File: src/rtl/wb_pkg.sv
// Shared encodings for the writeback stage: result-source selects and load funct3 codes.
// Pure definitions, no logic.
// Imported by wb_stage and load_extract.
package wb_pkg;

  // Result source select (in_wb_sel); 101-111 fall back to zero
  localparam logic [2:0] WB_ZERO = 3'b000;
  localparam logic [2:0] WB_ALU  = 3'b001;
  localparam logic [2:0] WB_MEM  = 3'b010;
  localparam logic [2:0] WB_PC   = 3'b011;
  localparam logic [2:0] WB_CSR  = 3'b100;

  // Load type (funct3); 111 is not a valid load
  localparam logic [2:0] F3_LB  = 3'b000;
  localparam logic [2:0] F3_LH  = 3'b001;
  localparam logic [2:0] F3_LW  = 3'b010;
  localparam logic [2:0] F3_LD  = 3'b011;
  localparam logic [2:0] F3_LBU = 3'b100;
  localparam logic [2:0] F3_LHU = 3'b101;
  localparam logic [2:0] F3_LWU = 3'b110;

endpackage

File: src/rtl/wb_stage_load_extract.sv
// Load data extraction: picks the addressed byte/half/word lane and sign/zero extends it.
// Latency: combinational.
// Backpressure: none, pure function of its inputs.
module load_extract
  import wb_pkg::*;
#(
  parameter int XLEN = 64
) (
  input  logic [XLEN-1:0] word,
  input  logic [2:0]      funct3,
  input  logic [2:0]      addr_lo,
  output logic [XLEN-1:0] data,
  output logic            misalign
);

  logic [2:0]      off;
  logic [XLEN-1:0] shifted;

  // Byte offset within the word; a 32-bit datapath only has four lanes
  always_comb begin
    off = (XLEN == 64) ? addr_lo : {1'b0, addr_lo[1:0]};
  end

  // Bring the addressed lane down to bit 0
  always_comb begin
    shifted = word >> {off, 3'b000};
  end

  // Extend per load type; misaligned or illegal loads yield zero data
  always_comb begin
    data     = '0;
    misalign = 1'b0;
    unique case (funct3)
      F3_LB:  data = XLEN'($signed(shifted[7:0]));
      F3_LBU: data = XLEN'(shifted[7:0]);
      F3_LH: begin
        misalign = off[0];
        data     = XLEN'($signed(shifted[15:0]));
      end
      F3_LHU: begin
        misalign = off[0];
        data     = XLEN'(shifted[15:0]);
      end
      F3_LW: begin
        misalign = (off[1:0] != 2'b00);
        data     = XLEN'($signed(shifted[31:0]));
      end
      F3_LWU: begin
        // Unsigned word load only exists on RV64
        misalign = (XLEN == 32) || (off[1:0] != 2'b00);
        data     = XLEN'(shifted[31:0]);
      end
      F3_LD: begin
        // Doubleword load only exists on RV64; passes the raw word through
        misalign = (XLEN == 32) || (off != 3'b000);
        data     = word;
      end
      default: misalign = 1'b1;
    endcase
    if (misalign) data = '0;
  end

endmodule

File: src/rtl/wb_stage.sv
// Registered RV64 writeback stage: source select, load extract, retire counter.
// Latency: 1 cycle from capture to outputs.
// Backpressure: in_ready = !out_valid || out_ready; outputs hold while stalled.
module wb_stage
  import wb_pkg::*;
#(
  parameter int XLEN  = 64,
  parameter int RA_W  = 5,
  parameter int CNT_W = 64
) (
  input  logic             clk,
  input  logic             rst,
  input  logic             in_valid,
  output logic             in_ready,
  input  logic [RA_W-1:0]  in_rd,
  input  logic             in_we,
  input  logic [2:0]       in_wb_sel,
  input  logic [2:0]       in_funct3,
  input  logic [2:0]       in_addr_lo,
  input  logic [XLEN-1:0]  in_pc_plus4,
  input  logic [XLEN-1:0]  in_alu,
  input  logic [XLEN-1:0]  in_mem,
  input  logic [XLEN-1:0]  in_csr,
  input  logic             flush,
  input  logic             out_ready,
  output logic             out_valid,
  output logic             out_we,
  output logic [RA_W-1:0]  out_rd,
  output logic [XLEN-1:0]  out_data,
  output logic             out_misalign,
  output logic [CNT_W-1:0] retire_cnt
);

  logic [XLEN-1:0] ld_data;
  logic            ld_misalign;
  logic [XLEN-1:0] sel_data;
  logic            nxt_misalign;
  logic            nxt_we;
  logic [XLEN-1:0] nxt_data;
  logic            fire;
  logic            capture;

  load_extract #(.XLEN(XLEN)) u_load_extract (
    .word     (in_mem),
    .funct3   (in_funct3),
    .addr_lo  (in_addr_lo),
    .data     (ld_data),
    .misalign (ld_misalign)
  );

  // Handshake: accept when empty or when the held entry leaves this cycle
  always_comb begin
    in_ready = !out_valid || out_ready;
    fire     = out_valid && out_ready;
    capture  = in_valid && in_ready && !flush;
  end

  // Result source mux; load misalign only matters when the load path is selected
  always_comb begin
    sel_data     = '0;
    nxt_misalign = 1'b0;
    case (in_wb_sel)
      WB_ALU: sel_data = in_alu;
      WB_MEM: begin
        sel_data     = ld_data;
        nxt_misalign = ld_misalign;
      end
      WB_PC:   sel_data = in_pc_plus4;
      WB_CSR:  sel_data = in_csr;
      default: sel_data = '0;
    endcase
  end

  // x0 is never written and never forwards a non-zero value
  always_comb begin
    nxt_we   = in_we && (in_rd != '0) && !nxt_misalign;
    nxt_data = (nxt_misalign || (in_rd == '0)) ? '0 : sel_data;
  end

  // Output register: flush drops the incoming entry, capture loads, lone fire empties
  always_ff @(posedge clk or posedge rst) begin
    if (rst) begin
      out_valid    <= 1'b0;
      out_we       <= 1'b0;
      out_rd       <= '0;
      out_data     <= '0;
      out_misalign <= 1'b0;
    end else if (flush) begin
      out_valid    <= 1'b0;
    end else if (capture) begin
      out_valid    <= 1'b1;
      out_we       <= nxt_we;
      out_rd       <= in_rd;
      out_data     <= nxt_data;
      out_misalign <= nxt_misalign;
    end else if (fire) begin
      out_valid    <= 1'b0;
    end
  end

  // Retire counter: every fired entry counts, flushed cycle or not, misaligned or not
  always_ff @(posedge clk or posedge rst) begin
    if (rst) begin
      retire_cnt <= '0;
    end else if (fire) begin
      retire_cnt <= retire_cnt + CNT_W'(1);
    end
  end

endmodule

File: config.mk
export PLATFORM = sky130hd
export DESIGN_NAME = wb_stage
export DESIGN_NICKNAME = d
export VERILOG_FILES = /design/src/rtl/wb_pkg.sv /design/src/rtl/wb_stage_load_extract.sv /design/src/rtl/wb_stage.sv
export SDC_FILE = /design/constraint.sdc
export NUM_CORES = 1
export LEC_CHECK = 0
export ABC_AREA = 1
export CORE_AREA = 2 2 161 163
export DETAILED_ROUTE_END_ITERATION = 8
export DIE_AREA = 0 0 163 165
export PLACE_DENSITY = 0.79
export SLEW_MARGIN = 20
export SYNTH_ARGS = -nofsm -noshare
export SYNTH_HDL_FRONTEND = slang
export SYNTH_SLANG_ARGS = --single-unit
export TNS_END_PERCENT = 10
File: constraint.sdc
create_clock -name clk -period 16 [get_ports clk]
set_input_delay 4.8 -clock clk [delete_from_list [all_inputs] [get_ports clk]]
set_output_delay 4.8 -clock clk [all_outputs]
set_load 0.01 [all_outputs]
After elaboration in Yosys (flattened, before gate mapping) --
Index checks and enable logic that the tools add are counted.
Word-level totals: register bits 136, input port bits 276, output and inout bits 137, logic and storage cells 48
Cells by class: $add $sub $neg 1, eq/ne operators 10, shifts and indexed selects 1, multiplexer cells 9, bitwise operators 1, reduce and logical (&&, ||, !) cells 20
Operator list (count):
- one-hot mux 64 bit (7 select lines) | 1
- one-hot mux 64 bit (4 select lines) | 1
- two-way mux 64 bit | 2
- adder 64 x 1 -> 64 bit, second input constant | 1
- >> shifter 64 x 6 -> 32 bit | 1
- equality test 3 x 2 -> 1 bit, second input constant | 4
- equality test 3 bit, second input constant | 4
- equality test 3 x 1 -> 1 bit, second input constant | 2
- nonzero test 3 bit | 2
- OR reduction 2 bit | 3
- logical AND 1 bit | 5
- logical NOT 5 bit | 1
- nonzero test 5 bit | 1
- two-way mux 1 bit | 4
- one-hot mux 1 bit (4 select lines) | 1
- logical NOT 1 bit | 3
- logical NOT 3 bit | 1
- logical OR 1 bit | 2
- AND reduction 2 bit | 1
- nonzero test 2 bit | 1
- NOT 1 bit | 1

Depth between registers and ports, before layout --
depth in word-level cells 6, depth in mapped cells 13, depth with buffers taken out 11

Hierarchy --
Synthesis repeated with hierarchy kept, for this count alone.
Second synthesis, totals: cell total of the unflattened synthesis 1859, area, all modules 10771.6 µm²
By module, submodules not included:
- wb_stage | times used 1, cells each 1189, area an instance 7900.1 µm²
- load_extract | times used 1, cells each 670, area an instance 2871.5 µm²

Worst setup path before layout --
Ideal clock, no wire load.
path type input port to output port, start input port out_ready, end output port in_ready, arrival time 4.998 ns, data required time 11.200 ns, path slack 6.202 ns, cell stages on the path 2, cell sequence nor2_1 inv_1
Between the ends: word-level cells in the longest chain between the ends 1
Ends and longest elaborated chain:
- from (decl) | line wb_stage.sv:25 | input logic out_ready,
- logical OR 1 bit | line wb_stage.sv:53 | in_ready = !out_valid || out_ready;
- to (decl) | line wb_stage.sv:14 | output logic in_ready,
Every way passes these cells.

Final worst setup path --
Ends and elaborated chain as after synthesis.

==> reports/qor.yml <==
setup_path:
  crit_path_cell_trace: "clkdlybuf4s50_1 -> nor2_1 -> inv_1 -> clkdlybuf4s50_1"
  critPathLaunchType: "primary input"
  reg2reg_from: "out_valid$_DFFE_PP0P_"
  crit_arrival_ps: 5960
  worstPathRequired_ps: 11200
  cpMostUsedCell: "clkdlybuf4s50_1"
  path_delay_family: "buffers and inverters"
  reg2reg_to: "retire_cnt[49]$_DFFE_PP0P_"
  worstSetupEndpointType: "output pin"
  rrSetupSlack_ps: 13570
  critPathMaxStageDelay_ps: 550
  reg2reg_depth: 9
  slowest_stage: "clkdlybuf4s50_1"
  crit_type: "primary input to output pin"
  path_buf_inv: 3
  critPathMaxFanout: 2
logic_synthesis:
  synth_cell_type_count: 37
  synth_area_leaders: "dfrtp_1, nand2_1, nand3_1, inv_1, nor2_1"
  synth_seq_cells: 136
  synth_top_area_frac: 0.316
  ys_warn_count: 0
  synth-seq-area-share: 0.316
  synth_area_sq_um: 10800
  netlist_instances: 1753
  synth.avg_cell_area_sq_um: 6.15
  synth_top_area_cell: "dfrtp_1"
  synth_fp_nets: 2030
die:
  die_height_microns: 165
  core_sq_um: 25000
  initial_utilization: 0.431
  die_w_microns: 163
  num_io_pins: 413
  rows: 58
  die-area_sq_um: 26900
global_route:
  grt_usage: 0.332
  met2_usage: 0.551
  met1_usage: 0.420
  grt_busiest_layer: "met2"
  grt_antenna_before_repair: 3
  grt_overflow: 0
  grtUsageMet3: 0.0530
  grt_first_pass_wirelength_microns: 69000
  grt_max_degree: 87
  grt_pass1_vias: 12700
clock_tree:
  cts-root-buf: "clkbuf_16"
  clkTransAtPathRegs_ps: 70
  ctsHoldBuffers: 0
  clock_latency_ps: 440
  clock_path_buffers: 2
  htree_levels: 4
  cts_tree: "done"
  numCtsBuffers: 17
  clock_sink_count: 136
  postCtsResizedCells: 0
  post_cts_buffers: 0
timing:
  skew_ps: 18.3
  timing.final.max_slew_violations: 0
  relSlewSlack: 0.323
  fin_crit_sh: 0.672
  setup_viol: 0
  setup_ws_ps: 5240
  setup_tns_ps: 0
  fmax_ghz: 0.0930
  fin_worst_hold_slack_ps: 480
  worst_pin_slew_ps: 1010
  finalHoldViolCount: 0
  rsz0062_at_grt: "false"
  finalCriticalPeriod_ps: 10760
power_and_ir_drop:
  p_per_area_nw_per_um2: 69.9
  cellLeakagePower_nw: 7.80
  irDropWorstVdd_v: 0.0000705
final_layout:
  register_area_sq_um: 3400
  multi_input_area_sq_um: 6260
  nFillCells: 2409
  drive_gt1_frac: 0.0396
  num-nets-final: 2386
  area_growth_pct: 45.0
hold_path:
  holdPathEnd: "out_data[8]$_DFFE_PP0P_"
  hold_start: "out_data[8]$_DFFE_PP0P_"
  holdPathStages: 2
  hold_path_class: "flip-flop to flip-flop"
placed_design:
  hpwl_microns: 34100
  gp_congestion: 0.967
  pre_cts_ws_ps: 5260
  io_buffers: 412
detailed_routing:
  drt-wirelength-per-cell_microns: 18.1
  first_pass_iters: 5
  wirelength_microns: 44500
  via_per_inst: 5.31
  via_count: 13000
  ant_nets: 0
  drtIter0Drc: 1308
  drc: 0
run_status:
  outcome: "finished, final reports clean"
flow_run:
  drv_cap: 0
-- Yosys cell counts, drive strengths merged --
library cell	n
a21boi	22
a21oi	24
a221oi	64
and3	1
buf	44
clkbuf	44
dfrtp	136
ha	1
inv	191
nand2	735
nand3	151
nand3b	9
nand4	34
nor2	187
nor3	31
nor3b	1
nor4	2
nor4b	1
o21ai	27
o21bai	1
or3	1
or3b	1
xnor2	10
xor2	35
-- cell usage in the layout, fill, tap and decap left out, types with 2 or more instances in the layout --
cell type,instances
nor3_1,26
inv_6,6
nor4_1,2
inv_2,7
nand3_1,148
nand3b_1,9
inv_1,182
a221oi_1,64
clkinv_4,2
clkbuf_16,17
clkinvlp_4,2
nor2_2,7
nand2_1,732
inv_8,4
nor2_4,6
a21boi_0,22
diode_2,3
nor2_1,174
xnor2_1,10
nor3_2,4
nand2_2,3
a21oi_1,23
o21ai_0,26
xor2_1,35
nand3_2,3
clkdlybuf4s50_1,411
nand4_1,33
dfrtp_1,136
buf_4,12
-- cell families (layout without fill, tap and decap cells) --
logic type	after synthesis	count (layout)	share of synthesized area
AND/OR/NAND/NOR	1154	1154	0.447
buffers and inverters	279	648	0.107
AO/OA/AOI/OAI	138	138	0.0924
flip-flops	136	136	0.316
XOR/XNOR	45	45	0.0366
adder cells (fa/ha/maj)	1	1	0.00116
other	0	3	0
-- where the power goes --
part | total, W | leakage, nW | switching [W] | internal, W
Clock | 0.000409 | 0.286 | 0.000183 | 0.000225
Combinational | 0.000297 | 5.71 | 0.000151 | 0.000146
Sequential | 0.000387 | 1.81 | 0.0000198 | 0.000367
Total | 0.00109 | 7.80 | 0.000353 | 0.000739
-- layer usage --
metal / vias up / wire (microns)
li1: 6298 / -
met1: 6042 / 18200
met2: 584 / 20800
met3: 104 / 3230
met4: 0 / 2260
met5: - / 0
-- worst max-delay path by stage --
stage / from / to / slack (ps) / depth (start not counted)
finish: out_ready / in_ready / 5240 / 4
CTS: out_ready / in_ready / 5250 / 4
floorplan: out_ready / in_ready / 6200 / 2
global route: out_ready / in_ready / 5210 / 4
detailed placement: out_ready / in_ready / 5260 / 4
global placement: out_ready / in_ready / 5260 / 4
-- sequential cells by signal (all words and copies together) (netlist names) --
name	count
out_we	1
out_data	64
out_rd	5
out_misalign	1
out_valid	1
retire_cnt	64
-- cell type report --
type,instances,share of cell area
sequential,136,0.218
antenna,3,0.000480
timing repair buffer,425,0.271
tap,330,0.0264
clock buffer,18,0.0281
multi-input combinational,1338,0.400
inverter,191,0.0462
clock inverter,14,0.00968
-- metrics by stage --
| stage | instances | utilization | total power (W) | area (sq um) |
|---|---|---|---|---|
| 5_1_grt | 2455 | 0.624 | 0.00114 | 15600 |
| 6_report | 2455 | 0.624 | 0.00109 | 15600 |
| 4_1_cts | 2451 | 0.623 | 0.00109 | 15600 |
| 3_5_place_dp | 2419 | 0.599 | 0.000687 | 15000 |
| 2_1_floorplan | 1753 | - | 0.000523 | 10800 |
| 3_3_place_gp | 2419 | 0.599 | 0.000683 | 15000 |
-- worst min-delay path: cells and delay by family (launching register included) --
family | cells | cell delay [ps]
flops | 1 | 350
simple gates | 2 | 100
Power figures use the tool's default switching activity.
